<file path="src/rtl/axi4_lite_pkg.sv">
// Shared response codes and FSM state encodings for the AXI4-Lite master.
package axi4_lite_pkg;

  localparam logic [1:0] RESP_OKAY   = 2'b00;
  localparam logic [1:0] RESP_EXOKAY = 2'b01;
  localparam logic [1:0] RESP_SLVERR = 2'b10;
  localparam logic [1:0] RESP_DECERR = 2'b11;

  typedef enum logic [1:0] {
    WIdle = 2'b00,
    WSend = 2'b01,
    WResp = 2'b10
  } wr_state_e;

  typedef enum logic [1:0] {
    RIdle = 2'b00,
    RAddr = 2'b01,
    RData = 2'b10
  } rd_state_e;

  // True for SLVERR/DECERR; handy for callers deciding how to report a failure.
  function automatic logic resp_is_error(input logic [1:0] resp);
    return resp[1];
  endfunction

endpackage

</file>
<file path="src/rtl/axi4_lite_master.sv">
// Single-beat AXI4-Lite master. Independent write and read FSMs; every output is a flop.
module axi4_lite_master
  import axi4_lite_pkg::*;
#(
  parameter int unsigned ADDR_WIDTH = 32,
  parameter int unsigned DATA_WIDTH = 32,
  parameter logic [2:0]  PROT       = 3'b000
) (
  input  logic                      iCLK,
  input  logic                      iRST,
  // User write command
  input  logic                      iWR_REQ,
  input  logic [ADDR_WIDTH-1:0]     iWR_ADDR,
  input  logic [DATA_WIDTH-1:0]     iWR_DATA,
  input  logic [DATA_WIDTH/8-1:0]   iWR_STRB,
  output logic                      oWR_BUSY,
  output logic                      oWR_DONE,
  output logic [1:0]                oWR_RESP,
  // User read command
  input  logic                      iRD_REQ,
  input  logic [ADDR_WIDTH-1:0]     iRD_ADDR,
  output logic                      oRD_BUSY,
  output logic                      oRD_DONE,
  output logic [DATA_WIDTH-1:0]     oRD_DATA,
  output logic [1:0]                oRD_RESP,
  // Write address channel
  output logic                      m_AWVALID,
  output logic [ADDR_WIDTH-1:0]     m_AWADDR,
  output logic [2:0]                m_AWPROT,
  input  logic                      m_AWREADY,
  // Write data channel
  output logic                      m_WVALID,
  output logic [DATA_WIDTH-1:0]     m_WDATA,
  output logic [DATA_WIDTH/8-1:0]   m_WSTRB,
  input  logic                      m_WREADY,
  // Write response channel
  output logic                      m_BREADY,
  input  logic                      m_BVALID,
  input  logic [1:0]                m_BRESP,
  // Read address channel
  output logic                      m_ARVALID,
  output logic [ADDR_WIDTH-1:0]     m_ARADDR,
  output logic [2:0]                m_ARPROT,
  input  logic                      m_ARREADY,
  // Read data channel
  output logic                      m_RREADY,
  input  logic                      m_RVALID,
  input  logic [DATA_WIDTH-1:0]     m_RDATA,
  input  logic [1:0]                m_RRESP
);

  localparam int unsigned STRB_WIDTH = DATA_WIDTH / 8;

  // ---------------------------------------------------------------------------
  // Write path state
  // ---------------------------------------------------------------------------
  wr_state_e               wr_state_q, wr_state_d;
  logic                    awvalid_q, awvalid_d;
  logic                    wvalid_q, wvalid_d;
  logic                    bready_q, bready_d;
  logic                    wr_busy_q, wr_busy_d;
  logic                    wr_done_q, wr_done_d;
  logic [1:0]              wr_resp_q, wr_resp_d;
  logic [ADDR_WIDTH-1:0]   awaddr_q, awaddr_d;
  logic [DATA_WIDTH-1:0]   wdata_q, wdata_d;
  logic [STRB_WIDTH-1:0]   wstrb_q, wstrb_d;

  // A channel is still outstanding if VALID is up and the slave has not taken it this cycle.
  logic aw_pending;
  logic w_pending;

  assign aw_pending = awvalid_q && !m_AWREADY;
  assign w_pending  = wvalid_q && !m_WREADY;

  // Write FSM next-state: AW and W retire independently, B is accepted once both are gone.
  always_comb begin
    wr_state_d = wr_state_q;
    awvalid_d  = awvalid_q;
    wvalid_d   = wvalid_q;
    bready_d   = bready_q;
    wr_busy_d  = wr_busy_q;
    wr_done_d  = 1'b0;
    wr_resp_d  = wr_resp_q;
    awaddr_d   = awaddr_q;
    wdata_d    = wdata_q;
    wstrb_d    = wstrb_q;

    unique case (wr_state_q)
      WIdle: begin
        if (iWR_REQ) begin
          awaddr_d   = iWR_ADDR;
          wdata_d    = iWR_DATA;
          wstrb_d    = iWR_STRB;
          awvalid_d  = 1'b1;
          wvalid_d   = 1'b1;
          wr_busy_d  = 1'b1;
          wr_state_d = WSend;
        end
      end
      WSend: begin
        if (awvalid_q && m_AWREADY) awvalid_d = 1'b0;
        if (wvalid_q && m_WREADY)   wvalid_d  = 1'b0;
        if (!aw_pending && !w_pending) begin
          bready_d   = 1'b1;
          wr_state_d = WResp;
        end
      end
      WResp: begin
        // BREADY is always high in this state, so BVALID alone is the handshake.
        if (m_BVALID) begin
          wr_resp_d  = m_BRESP;
          bready_d   = 1'b0;
          wr_busy_d  = 1'b0;
          wr_done_d  = 1'b1;
          wr_state_d = WIdle;
        end
      end
      default: begin
        wr_state_d = WIdle;
      end
    endcase
  end

  // Write path registers.
  always_ff @(posedge iCLK or negedge iRST) begin
    if (!iRST) begin
      wr_state_q <= WIdle;
      awvalid_q  <= 1'b0;
      wvalid_q   <= 1'b0;
      bready_q   <= 1'b0;
      wr_busy_q  <= 1'b0;
      wr_done_q  <= 1'b0;
      wr_resp_q  <= RESP_OKAY;
      awaddr_q   <= '0;
      wdata_q    <= '0;
      wstrb_q    <= '0;
    end else begin
      wr_state_q <= wr_state_d;
      awvalid_q  <= awvalid_d;
      wvalid_q   <= wvalid_d;
      bready_q   <= bready_d;
      wr_busy_q  <= wr_busy_d;
      wr_done_q  <= wr_done_d;
      wr_resp_q  <= wr_resp_d;
      awaddr_q   <= awaddr_d;
      wdata_q    <= wdata_d;
      wstrb_q    <= wstrb_d;
    end
  end

  // ---------------------------------------------------------------------------
  // Read path state
  // ---------------------------------------------------------------------------
  rd_state_e               rd_state_q, rd_state_d;
  logic                    arvalid_q, arvalid_d;
  logic                    rready_q, rready_d;
  logic                    rd_busy_q, rd_busy_d;
  logic                    rd_done_q, rd_done_d;
  logic [1:0]              rd_resp_q, rd_resp_d;
  logic [DATA_WIDTH-1:0]   rd_data_q, rd_data_d;
  logic [ADDR_WIDTH-1:0]   araddr_q, araddr_d;

  // Read FSM next-state: address phase, then data phase, then a one-cycle done pulse.
  always_comb begin
    rd_state_d = rd_state_q;
    arvalid_d  = arvalid_q;
    rready_d   = rready_q;
    rd_busy_d  = rd_busy_q;
    rd_done_d  = 1'b0;
    rd_resp_d  = rd_resp_q;
    rd_data_d  = rd_data_q;
    araddr_d   = araddr_q;

    unique case (rd_state_q)
      RIdle: begin
        if (iRD_REQ) begin
          araddr_d   = iRD_ADDR;
          arvalid_d  = 1'b1;
          rd_busy_d  = 1'b1;
          rd_state_d = RAddr;
        end
      end
      RAddr: begin
        if (m_ARREADY) begin
          arvalid_d  = 1'b0;
          rready_d   = 1'b1;
          rd_state_d = RData;
        end
      end
      RData: begin
        if (m_RVALID) begin
          rd_data_d  = m_RDATA;
          rd_resp_d  = m_RRESP;
          rready_d   = 1'b0;
          rd_busy_d  = 1'b0;
          rd_done_d  = 1'b1;
          rd_state_d = RIdle;
        end
      end
      default: begin
        rd_state_d = RIdle;
      end
    endcase
  end

  // Read path registers.
  always_ff @(posedge iCLK or negedge iRST) begin
    if (!iRST) begin
      rd_state_q <= RIdle;
      arvalid_q  <= 1'b0;
      rready_q   <= 1'b0;
      rd_busy_q  <= 1'b0;
      rd_done_q  <= 1'b0;
      rd_resp_q  <= RESP_OKAY;
      rd_data_q  <= '0;
      araddr_q   <= '0;
    end else begin
      rd_state_q <= rd_state_d;
      arvalid_q  <= arvalid_d;
      rready_q   <= rready_d;
      rd_busy_q  <= rd_busy_d;
      rd_done_q  <= rd_done_d;
      rd_resp_q  <= rd_resp_d;
      rd_data_q  <= rd_data_d;
      araddr_q   <= araddr_d;
    end
  end

  // ---------------------------------------------------------------------------
  // Outputs
  // ---------------------------------------------------------------------------
  assign oWR_BUSY  = wr_busy_q;
  assign oWR_DONE  = wr_done_q;
  assign oWR_RESP  = wr_resp_q;
  assign m_AWVALID = awvalid_q;
  assign m_AWADDR  = awaddr_q;
  assign m_AWPROT  = PROT;
  assign m_WVALID  = wvalid_q;
  assign m_WDATA   = wdata_q;
  assign m_WSTRB   = wstrb_q;
  assign m_BREADY  = bready_q;

  assign oRD_BUSY  = rd_busy_q;
  assign oRD_DONE  = rd_done_q;
  assign oRD_DATA  = rd_data_q;
  assign oRD_RESP  = rd_resp_q;
  assign m_ARVALID = arvalid_q;
  assign m_ARADDR  = araddr_q;
  assign m_ARPROT  = PROT;
  assign m_RREADY  = rready_q;

endmodule

</file>
<file path="config.mk">
export PLATFORM = sky130hd
export DESIGN_NAME = axi4_lite_master
export DESIGN_NICKNAME = d
export VERILOG_FILES = /design/src/rtl/axi4_lite_pkg.sv /design/src/rtl/axi4_lite_master.sv
export SDC_FILE = /design/constraint.sdc
export NUM_CORES = 1
export LEC_CHECK = 0
export BUFFER_PORTS_ARGS = -buffer_cell sky130_fd_sc_hd__buf_2
export CAP_MARGIN = 20
export CORE_MARGIN = 1.5
export CORE_UTILIZATION = 45
export DETAILED_ROUTE_END_ITERATION = 8
export PLACE_DENSITY = 0.82
export SYNTH_ARGS = -nofsm -noshare
export SYNTH_HDL_FRONTEND = slang
export SYNTH_SLANG_ARGS = --single-unit
</file>
<file path="constraint.sdc">
create_clock -name iCLK -period 1.8 [get_ports iCLK]
set_input_delay 0.18 -clock iCLK [delete_from_list [all_inputs] [get_ports iCLK]]
set_output_delay 0.18 -clock iCLK [all_outputs]
set_load 0.01 [all_outputs]
</file>
* Word-level counts from Yosys, hierarchy flattened *
Cells that the tools add are included.

storage, ports and cells
  register bits = 149
  output and inout bits = 151

cells by class
  equal/unequal tests = 12
  mux-type cells = 28
  reductions and logical operators = 30

operator list
  cell                count
  $reduce_and 3->1    9
  $ne 2x2->1 const B  8
  $pmux 1 s2          7
  $mux 1              13
  $mux 2              6
  $pmux 2 s3          2
  $reduce_bool 2->1   6
  $reduce_and 2->1    4
  $logic_and 1x1->1   5
  $eq 2x1->1 const B  2
  $eq 2x2->1 const B  2
  $logic_not 1->1     4
  $logic_not 2->1     2

* Longest topological paths before layout *
  depth in word-level cells = 6
  gate-level depth with buffers = 6
  gate-level depth less buffers = 3

* Worst setup path before layout *
OpenSTA, ideal clock, no wires.

  kind = reg-to-reg
  start point = reg rd_state_q[0]
  end point = reg araddr_q[10] (netlist: m_ARADDR[10])
  setup time = 125 ps
  arrival = 1402 ps
  data required time = 1675 ps
  setup slack = 273 ps
  stages on the path, launching flop included = 5
  path buffers = 2
  period minus slack after synthesis = 1527 ps
  path through = dfrtp_1 clkbuf_1 nor3b_2 buf_4 mux2_2

between the ends
  word-level cells in the longest chain between the ends = 2

RTL lines
  item                        RTL line                 text
  start, declared             axi4_lite_master.sv:154  rd_state_e rd_state_q, rd_state_d;
  start signal, assigned      axi4_lite_master.sv:209  rd_state_q <= RIdle;
  start signal, assigned      axi4_lite_master.sv:218  rd_state_q <= rd_state_d;
  $logic_not 2->1             axi4_lite_master.sv:174  unique case (rd_state_q)
  $reduce_and 2->1 (no line)  -
  end signal, assigned        axi4_lite_master.sv:225  araddr_q <= araddr_d;
  end, declared               axi4_lite_master.sv:161  logic [ADDR_WIDTH-1:0] araddr_q, araddr_d;

No other way between the ends.
A chain may end at the register's enable or synchronous reset.

* Worst setup path in the final report *
  start point = reg rd_state_q[1]
  end point = reg rd_data_q[23] (netlist: oRD_DATA[23])

between the ends
  word-level cells in the longest chain between the ends = 2

RTL lines
  item                        RTL line                 text
  $eq 2x2->1                  axi4_lite_master.sv:174
  $reduce_and 2->1 (no line)  -
  end signal, assigned        axi4_lite_master.sv:224  rd_data_q <= rd_data_d;
  end, declared               axi4_lite_master.sv:160  logic [DATA_WIDTH-1:0] rd_data_q, rd_data_d;

No other way between the ends.

==> run summary <==
Post-CTS Setup Inserts - 0
Routed vias/inst - 4.793
Largest net degree at the start of global routing - 62
Number of max-cap violations - 0
Count of different cell masters after synthesis - 26
FILL cells - 722
Initial antenna violation count - 0
HPWL after DPL - 10.02 mm
Syn Inst Count - 348
Max Fclk - 618.7 MHz
Die area - 13330 um2
Port Buf Inserts - 289
CTS tree - built
Routed WL - 17.04 mm
Sequential fraction of the synthesis area - 0.6551
PwrDens - 1689 nW/um2
H-tree level count - 4
Primary FF master, synth - dfrtp_1
Clk_lat worst skew - 0.42 ns
Post-route ant nets - 0
CTS buffer count - 17
Core Box Area - 12160 um2
Setup CP Type - reg2reg
Iteration-0 DRC Markers - 214
Required time of the critical path - 2.09 ns
CTS-repair resized insts - 0
DR vias - 4534
Worst r2r dst - oRD_DATA[23]
Reg2reg start - rd_state_q[1]
Ys async rst share - 1.000
Leak pwr - 4.461 nW
Final Setup Violations - 0
Slew Viols, Final - 0
CP startpoint - rd_state_q[1]
Area of the multi-input gates - 1787 um2
Final Hold Vio Count - 0
Slew HR - 0.6136
Area occupied by registers - 3729 um2
Clock-pin slew on the worst setup and hold paths - 0.06 ns
Top Ports - 296
Initial Util - 0.4680
Syn_area_per_cell - 16.36 um2
Commonest cells after routing, fill and taps aside - 288 x buf_2, 149 x dfrtp_1, 127 x mux2_2, 115 x dlygate4sd3_1, 17 x clkbuf_16
Area Growth Syn to Fin - 60.43%
Mapped Area - 5692 um2
Tmin final - 1.616 ns
DRC viols - 0
Worst-margin pin slew - 0.5797 ns
Dpl ws - 0.2319 ns
Nets - 909
Synth Register Bits - 149
Synth warn - 0
Tcrit/Tclk final - 0.8979
GP Congestion - 0.7657
Fin Setup TNS - 0 ns
Worst Slack Setup Final - 0.1838 ns
First-pass GRT wire length - 25.69 mm
Setup crit end kind - flop
Die H - 115.5 um
CTS root buffer - clkbuf_16
Worst reg2reg setup slack - 0.18 ns
RSZ-0062 raised after global routing - no
Clk buf depth - 2
FF-to-FF path depth - 4
WP data arrival - 1.91 ns
WHS - 0.01321 ns
Critical path endpoint - oRD_DATA[23]
Min-Delay Path Class - in2reg
Die width - 115.5 um
Worst Setup Start Kind - flop
VDD IR max - 0.0009272 V
CTS sink cnt - 149
Fin Clk Skew - 0.01042 ns
Crit Path Max Fanout - 36
Share of post-route cells with drive strength above 1 - 0.6036
Rows - 40
Status - finished clean
Most common cell after layout, fill and taps aside - buf_2
Iteration count of the initial detailed-routing pass - 4
Vias in the first global route - 5132
GR Overflow Total - 0
Drt wl/cell - 18.01 um
Total track usage - 0.2581
EDFF count, synth - 0
## worst min path at each step
stage	startpoint	endpoint	slack, ns	cells after the start
after floorplan	iRST	m_ARADDR[0]	-0.12	0
after global placement	iRST	oWR_RESP[0]	0.19	1
after detailed placement	iRST	m_AWADDR[29]	0.20	1
after CTS	m_RDATA[11]	oRD_DATA[11]	0.00002	2
after global routing	iRD_ADDR[3]	m_ARADDR[3]	0.001	2
final	iWR_DATA[6]	m_WDATA[6]	0.01	2
## layout make-up
type,instances,share of cell area
sequential,149,0.4083
timing repair buffer,414,0.3002
multi-input combinational,174,0.1957
clock buffer,20,0.05001
tap,168,0.02302
clock inverter,12,0.01918
inverter,8,0.003289
antenna,1,0.0002740
## synth_stat cells, types with 2 or more instances
master   number  share of area
inv_1         8         0.0053
nand2_1       3         0.0020
buf_6         6          0.012
a21o_1        2         0.0026
mux2_2      127           0.25
buf_2         5         0.0044
dfrtp_1     149           0.66
a21oi_1       2         0.0018
mux2_4        9          0.024
nor2_1        5         0.0033
o21ai_0       8         0.0070
buf_4        10          0.013
## through the flow
stage / power (mW) / util / area (um2) / std cells
detailed placement: 11.31 / 0.6040 / 7346 / 798
global route: 16.21 / 0.7506 / 9129 / 945
finish: 15.43 / 0.7508 / 9131 / 946
CTS: 15.32 / 0.7506 / 9129 / 945
floorplan: 8.896 / - / 5710 / 353
global placement: 11.02 / 0.6040 / 7346 / 798
## timing repair
action	4_1_cts	5_1_grt
hold endpoints to repair	169	0
hold buffers	115	0
endpoints found under the setup margin	0	0
## worst max-delay path: stages (launching register included)
cell     delay [ns]
dfrtp_1        0.45
nand2_1        0.11
or2_1          0.10
buf_4          0.40
mux2_2         0.42
## cell families (layout without fill, tap and decap cells)
logic type	after synthesis	in the layout	synth area share
DFF	149	149	0.6551
muxes	137	137	0.2768
buffers and inverters	30	454	0.03539
AOI/OAI and AO/OA	16	16	0.01737
and+or+nand+nor	15	15	0.01473
other	1	7	0.0006589
## power by group
part           total [mW]  switching [mW]  internal (mW)
Combinational        5.70            2.68           3.03
Clock                3.76            1.37           2.39
Sequential           5.96           0.959           5.01
## per-layer routing
metal / up-vias / track usage / wire, um
met3: 56 / 0.07845 / 1303
met2: 220 / 0.4809 / 9236
met5: - / 0 / 0
met1: 2227 / 0.2523 / 5839
met4: 0 / 0.1473 / 660
li1: 2031 / - / -
## flip-flops by register name, indices dropped and copies added (netlist names), 2 cells and up
register and count:
m_ARADDR 32, m_AWADDR 32, m_WDATA 32, oRD_DATA 32, m_WSTRB 4, oRD_RESP 2, oWR_RESP 2, rd_state_q 2
wr_state_q 2
No activity file was read; power rests on OpenSTA's default activity.
